--- config.mk ---
export PLATFORM = sky130hd
export DESIGN_NAME = obj_dma
export DESIGN_NICKNAME = d
export VERILOG_FILES = /design/src/rtl/obj_dma.sv
export SDC_FILE = /design/constraint.sdc
export NUM_CORES = 1
export LEC_CHECK = 0
export BUFFER_PORTS_ARGS = -buffer_cell sky130_fd_sc_hd__buf_4
export CELL_PAD_IN_SITES_DETAIL_PLACEMENT = 2
export CELL_PAD_IN_SITES_GLOBAL_PLACEMENT = 2
export CORE_ASPECT_RATIO = 2
export CORE_UTILIZATION = 34
export CTS_CLUSTER_DIAMETER = 100
export DETAILED_ROUTE_END_ITERATION = 10
export GPL_ROUTABILITY_DRIVEN = 0
export MAX_ROUTING_LAYER = met4
export PLACE_DENSITY = 0.85
export SLEW_MARGIN = 20
export SYNTH_ARGS = -nofsm -noshare
export SYNTH_HDL_FRONTEND = slang
export SYNTH_SLANG_ARGS = --single-unit
--- constraint.sdc ---
create_clock -name clkm_32MHZ -period 5.7 [get_ports clkm_32MHZ]
set_clock_uncertainty 0.1 [all_clocks]
set_input_delay 0.57 -clock clkm_32MHZ [delete_from_list [all_inputs] [get_ports clkm_32MHZ]]
set_output_delay 0.57 -clock clkm_32MHZ [all_outputs]
set_load 0.005 [all_outputs]
--- src/rtl/obj_dma.sv ---
// Object-RAM DMA writer: takes the Z80 bus, copies LEN bytes from work memory
// into one object RAM bank through the CPU-side port, then releases the bus.
module obj_dma #(
  parameter int LEN       = 128,
  parameter int WR_CYCLES = 2
) (
  input  logic        clkm_32MHZ,
  input  logic        reset,
  input  logic        start,
  input  logic [15:0] src_base,
  input  logic        bank,
  output logic        busrq_n,
  input  logic        busak_n,
  output logic [15:0] src_addr,
  output logic        src_rd,
  input  logic [7:0]  src_data,
  output logic [7:0]  OBJ_A,
  output logic [7:0]  OBJ_D,
  output logic        OBJRQ,
  output logic        OBJ_WR,
  output logic        busy,
  output logic        done
);

  typedef enum logic [2:0] {
    IDLE, REQ, READ, LATCH, SETUP, STROBE, HOLD, RELEASE
  } state_t;

  localparam logic [6:0] LAST_IDX    = 7'(LEN - 1);
  localparam logic [2:0] STROBE_LAST = 3'(WR_CYCLES - 1);

  state_t      r_state;
  logic [15:0] r_base;
  logic        r_bank;
  logic [6:0]  r_idx;
  logic [2:0]  r_wrCnt;
  logic        r_busrqN;
  logic [15:0] r_srcAddr;
  logic        r_srcRd;
  logic [7:0]  r_objA;
  logic [7:0]  r_objD;
  logic        r_objRq;
  logic        r_objWr;
  logic        r_busy;
  logic        r_done;

  logic [6:0]  w_nextIdx;
  logic [15:0] w_nextAddr;

  // Source address for the following byte; wraps naturally at 64K.
  assign w_nextIdx  = r_idx + 7'd1;
  assign w_nextAddr = r_base + {9'd0, w_nextIdx};

  // Outputs are set on the transition into the state that owns them, so each
  // output register already holds the value its new state requires.
  always_ff @(posedge clkm_32MHZ) begin
    if (reset) begin
      r_state   <= IDLE;
      r_base    <= 16'd0;
      r_bank    <= 1'b0;
      r_idx     <= 7'd0;
      r_wrCnt   <= 3'd0;
      r_busrqN  <= 1'b1;
      r_srcAddr <= 16'd0;
      r_srcRd   <= 1'b0;
      r_objA    <= 8'd0;
      r_objD    <= 8'd0;
      r_objRq   <= 1'b1;
      r_objWr   <= 1'b1;
      r_busy    <= 1'b0;
      r_done    <= 1'b0;
    end else begin
      r_done <= 1'b0;
      case (r_state)
        IDLE: begin
          if (start) begin
            r_base   <= src_base;
            r_bank   <= bank;
            r_idx    <= 7'd0;
            r_busrqN <= 1'b0;
            r_busy   <= 1'b1;
            r_state  <= REQ;
          end
        end
        REQ: begin
          if (!busak_n) begin
            r_srcRd   <= 1'b1;
            r_srcAddr <= r_base;
            r_state   <= READ;
          end
        end
        READ: begin
          r_srcRd <= 1'b0;
          r_state <= LATCH;
        end
        LATCH: begin
          r_objD  <= src_data;
          r_objA  <= {r_bank, r_idx};
          r_objRq <= 1'b0;
          r_state <= SETUP;
        end
        SETUP: begin
          r_objWr <= 1'b0;
          r_wrCnt <= STROBE_LAST;
          r_state <= STROBE;
        end
        STROBE: begin
          if (r_wrCnt == 3'd0) begin
            r_objWr <= 1'b1;
            r_state <= HOLD;
          end else begin
            r_wrCnt <= r_wrCnt - 3'd1;
          end
        end
        HOLD: begin
          r_objRq <= 1'b1;
          if (r_idx == LAST_IDX) begin
            r_busrqN <= 1'b1;
            r_done   <= 1'b1;
            r_state  <= RELEASE;
          end else begin
            r_idx     <= w_nextIdx;
            r_srcRd   <= 1'b1;
            r_srcAddr <= w_nextAddr;
            r_state   <= READ;
          end
        end
        RELEASE: begin
          if (busak_n) begin
            r_busy  <= 1'b0;
            r_state <= IDLE;
          end
        end
        default: r_state <= IDLE;
      endcase
    end
  end

  assign busrq_n  = r_busrqN;
  assign src_addr = r_srcAddr;
  assign src_rd   = r_srcRd;
  assign OBJ_A    = r_objA;
  assign OBJ_D    = r_objD;
  assign OBJRQ    = r_objRq;
  assign OBJ_WR   = r_objWr;
  assign busy     = r_busy;
  assign done     = r_done;

endmodule

==> run summary <==
count of yosys warnings during synthesis -> 0
Clock Root Buffer -> sky130_fd_sc_hd__clkbuf_16
Post-Synthesis Cells -> 390
total detailed-routing wirelength -> 10600 um
die outline area -> 9920 um^2
reg-to-reg slack, setup -> 2.88 ns
Worst Path Max Fanout -> 6
largest net degree at the start of global routing -> 68
wire length per cell -> 19.1 um
endpoint with the worst hold slack -> OBJ_D[3]
Primary FF master, synth -> sky130_fd_sc_hd__dfxtp_1
transition time of the tightest slew-check pin -> 0.960 ns
xor/xnor share of the synthesized area -> 0.0515
number of buffers created by CTS -> 9
status -> complete, no violations
max cap viols -> 0
sort of element at the start of the critical path -> flip-flop
hold violation total from the final report -> 0
via count of the first global-routing pass -> 3489
Switching Fraction -> 0.270
clock-pin slew of the registers on the worst-case setup and hold paths -> 0.06 ns
post-synthesis average cell area -> 8.28 um^2
dominant combinational cell family by area after synthesis -> simple AND/OR/NAND/NOR gates
fraction of layout instances using a drive strength above 1 -> 0.228
net switching power -> 334 uW
initial antenna violation count -> 0
number of cells traversed by the worst hold path -> 2
async set-or-reset flop fraction in the synthesized netlist -> 0
Synth area leader -> sky130_fd_sc_hd__dfxtp_1
violation count after the first detailed-routing iteration -> 101
number of flip-flops and latches in the synthesized netlist -> 68
core footprint -> 9260 um^2
Clock Latency Late Sink -> 0.34 ns
endpoint type of the worst setup path -> flip-flop
unique cell type count in the Yosys netlist -> 44
FF-to-FF End -> src_addr[14]
number of resized instances in the post-cts repair step -> 0
number of inserted diodes -> 0
Congestion Overflow GR -> 0
adder and majority cell fraction of the synthesized area -> 0.0488
multiplexer share of the synthesized area -> 0
number of enable-type register cells in the synthesized netlist -> 0
vias per cell -> 5.49
endpoints failing setup -> 0
synthesized-area fraction occupied by ao, oa, aoi and oai cells -> 0.201
Mapped Nets -> 431
height of the die -> 140 um
wire length of the first global-routing pass -> 17500 um
number of levels the H-tree was split into -> 3
area share of the largest cell type after synthesis -> 0.422
Crit Reg-Reg Startpoint -> r_idx[0]
remaining antenna violation count -> 0
achievable clock frequency -> 354 MHz
Clock Power Share -> 0.458
power per standard cell area -> 306 nW/um^2
power share of the combinational group -> 0.117
Port Buffers -> 66
min-delay src -> OBJ_D[3]
Lkg Pwr -> 0.00165 uW
CTS Sinks -> 68
horizontal die dimension -> 70.9 um
class of the most critical setup path -> reg2reg
unrepaired setup endpoints after global routing -> false
Post-Synthesis Cell Area -> 3230 um^2
leading post-synthesis cells by cell area -> sky130_fd_sc_hd__dfxtp_1 (42%), sky130_fd_sc_hd__nand2_1 (11%), sky130_fd_sc_hd__a21oi_1 (7.9%)
final count of pins violating max slew -> 0
total via count in the routed design -> 3049
detailed-router iteration count before antenna repair -> 6
Worst Hold Class -> reg2reg
setup slack of the critical path after layout -> 2.88 ns
Internal -> 903 uW
clock tree from TritonCTS -> yes
overall power consumption -> 1240 uW
fill count -> 1053
area growth from synthesis to final layout -> 25.1%
hpwl dp -> 6970 um
maximum resistive drop on vdd -> 127 uV
logic depth of the worst register-to-register path -> 9
setup bufs post-CTS -> 0
hold buffer count at CTS -> 0
I/O pin count -> 67
most frequently used cell type in the post-synthesis netlist -> sky130_fd_sc_hd__nand2_1
data arrival time at the worst-slack endpoint -> 2.96 ns
register share of total power -> 0.425
number of remaining DRC errors -> 0
worst slack after detailed placement -> 2.96 ns
post-synthesis sequential area ratio -> 0.422
total global routing track utilization -> 0.237
required time at the endpoint of the critical path -> 5.84 ns
total negative slack -> 0 ns
number of placement rows -> 50
initial core utilization -> 0.349
Final Critical Period -> 2.82 ns
Post-layout nets -> 487
fin crit share -> 0.495
basic-gate share of the synthesized area counting and, or, nand and nor cells -> 0.231
worst hold slack -> 0.358 ns
relative max-transition margin -> 0.358
largest buffer count on any clock path -> 2
most common library cells after synthesis -> sky130_fd_sc_hd__nand2_1 (93), sky130_fd_sc_hd__dfxtp_1 (68), sky130_fd_sc_hd__a21oi_1 (51)
per-stage QoR:
| stage | std cells | instance area, um^2 | util |
|---|---|---|---|
| after floorplan | 390 | 3230 | - |
| after global placement | 539 | 3740 | 0.404 |
| after detailed placement | 539 | 3740 | 0.404 |
| after CTS | 555 | 4040 | 0.436 |
| after global routing | 555 | 4040 | 0.436 |
| final | 555 | 4040 | 0.436 |
registers in the layout, indices dropped and copies added (netlist names), 3 cells and up:
| name | count |
|---|---|
| r_wrCnt | 3 |
| src_addr | 16 |
| r_idx | 7 |
| r_state | 3 |
| OBJ_A | 8 |
| r_base | 16 |
| OBJ_D | 8 |
cells by family (layout without fill, tap and decap cells):
kind of cell	count (synthesis)	after routing
simple gates	167	167
compound gates	95	95
flops	68	68
buf+inv	29	90
xor+xnor	19	19
fa+ha+maj	12	12
cells in the final DEF, fill, tap and decap left out, types with 3 or more instances in the layout:
master / synthesis / final
sky130_fd_sc_hd__a211oi_2: 9 / 9
sky130_fd_sc_hd__a21oi_1: 51 / 51
sky130_fd_sc_hd__a311oi_2: 4 / 4
sky130_fd_sc_hd__and3_1: 6 / 6
sky130_fd_sc_hd__buf_4: 5 / 67
sky130_fd_sc_hd__clkbuf_16: 0 / 9
sky130_fd_sc_hd__dfxtp_1: 68 / 68
sky130_fd_sc_hd__ha_1: 11 / 11
sky130_fd_sc_hd__inv_1: 7 / 7
sky130_fd_sc_hd__nand2_1: 93 / 93
sky130_fd_sc_hd__nand2b_1: 4 / 4
sky130_fd_sc_hd__nand3_1: 12 / 12
sky130_fd_sc_hd__nand4_1: 3 / 3
sky130_fd_sc_hd__nor2_1: 34 / 34
sky130_fd_sc_hd__nor3_1: 4 / 4
sky130_fd_sc_hd__o211ai_1: 4 / 4
sky130_fd_sc_hd__o21ai_0: 10 / 10
sky130_fd_sc_hd__xnor2_1: 4 / 4
sky130_fd_sc_hd__xor2_1: 15 / 15
cell type report:
type	count	area, um^2	area share
inverters	7	26.3	0.00650
clock inverters	7	76.3	0.0189
repair buffers	67	503	0.124
multi-input cells	293	1720	0.425
flip-flops and latches	68	1360	0.337
clock buffers	9	225	0.0557
well taps	104	130	0.0322
critical path, cell delays in order (launching register included):
cell and delay, ns:
sky130_fd_sc_hd__dfxtp_1 0.42, sky130_fd_sc_hd__ha_1 0.22, sky130_fd_sc_hd__and3_1 0.29, sky130_fd_sc_hd__xor2_1 0.13, sky130_fd_sc_hd__ha_1 0.39, sky130_fd_sc_hd__o211ai_1 0.15
sky130_fd_sc_hd__o211ai_1 0.40, sky130_fd_sc_hd__nand3_1 0.15, sky130_fd_sc_hd__xor2_1 0.19, sky130_fd_sc_hd__a211oi_2 0.28
worst max path at each step:
stage | start | to | slack, ns | depth (start not counted)
final | r_idx[0] | src_addr[14] | 2.88 | 9
after global routing | r_idx[0] | src_addr[12] | 2.68 | 9
after CTS | r_idx[0] | src_addr[14] | 2.87 | 9
after detailed placement | r_idx[0] | src_addr[14] | 2.96 | 9
after global placement | r_idx[0] | src_addr[12] | 3.10 | 9
after floorplan | r_idx[0] | src_addr[9] | 3.24 | 11
routing by layer:
metal / vias to the layer above / wire, um / GRT usage
li1: 1451 / - / -
met1: 1511 / 4060 / 0.233
met2: 68 / 5930 / 0.436
met3: 19 / 281 / 0.0427
met4: 0 / 319 / 0.116
met5: - / 0 / -
power groups by stage:
stage | clock, uW | combinational, uW | sequential [uW]
floorplan | 0 | 92.0 | 527
global placement | 0 | 136 | 534
detailed placement | 0 | 143 | 536
CTS | 581 | 148 | 526
global route | 596 | 160 | 529
finish | 566 | 145 | 526
Power figures use the tool's default switching activity.
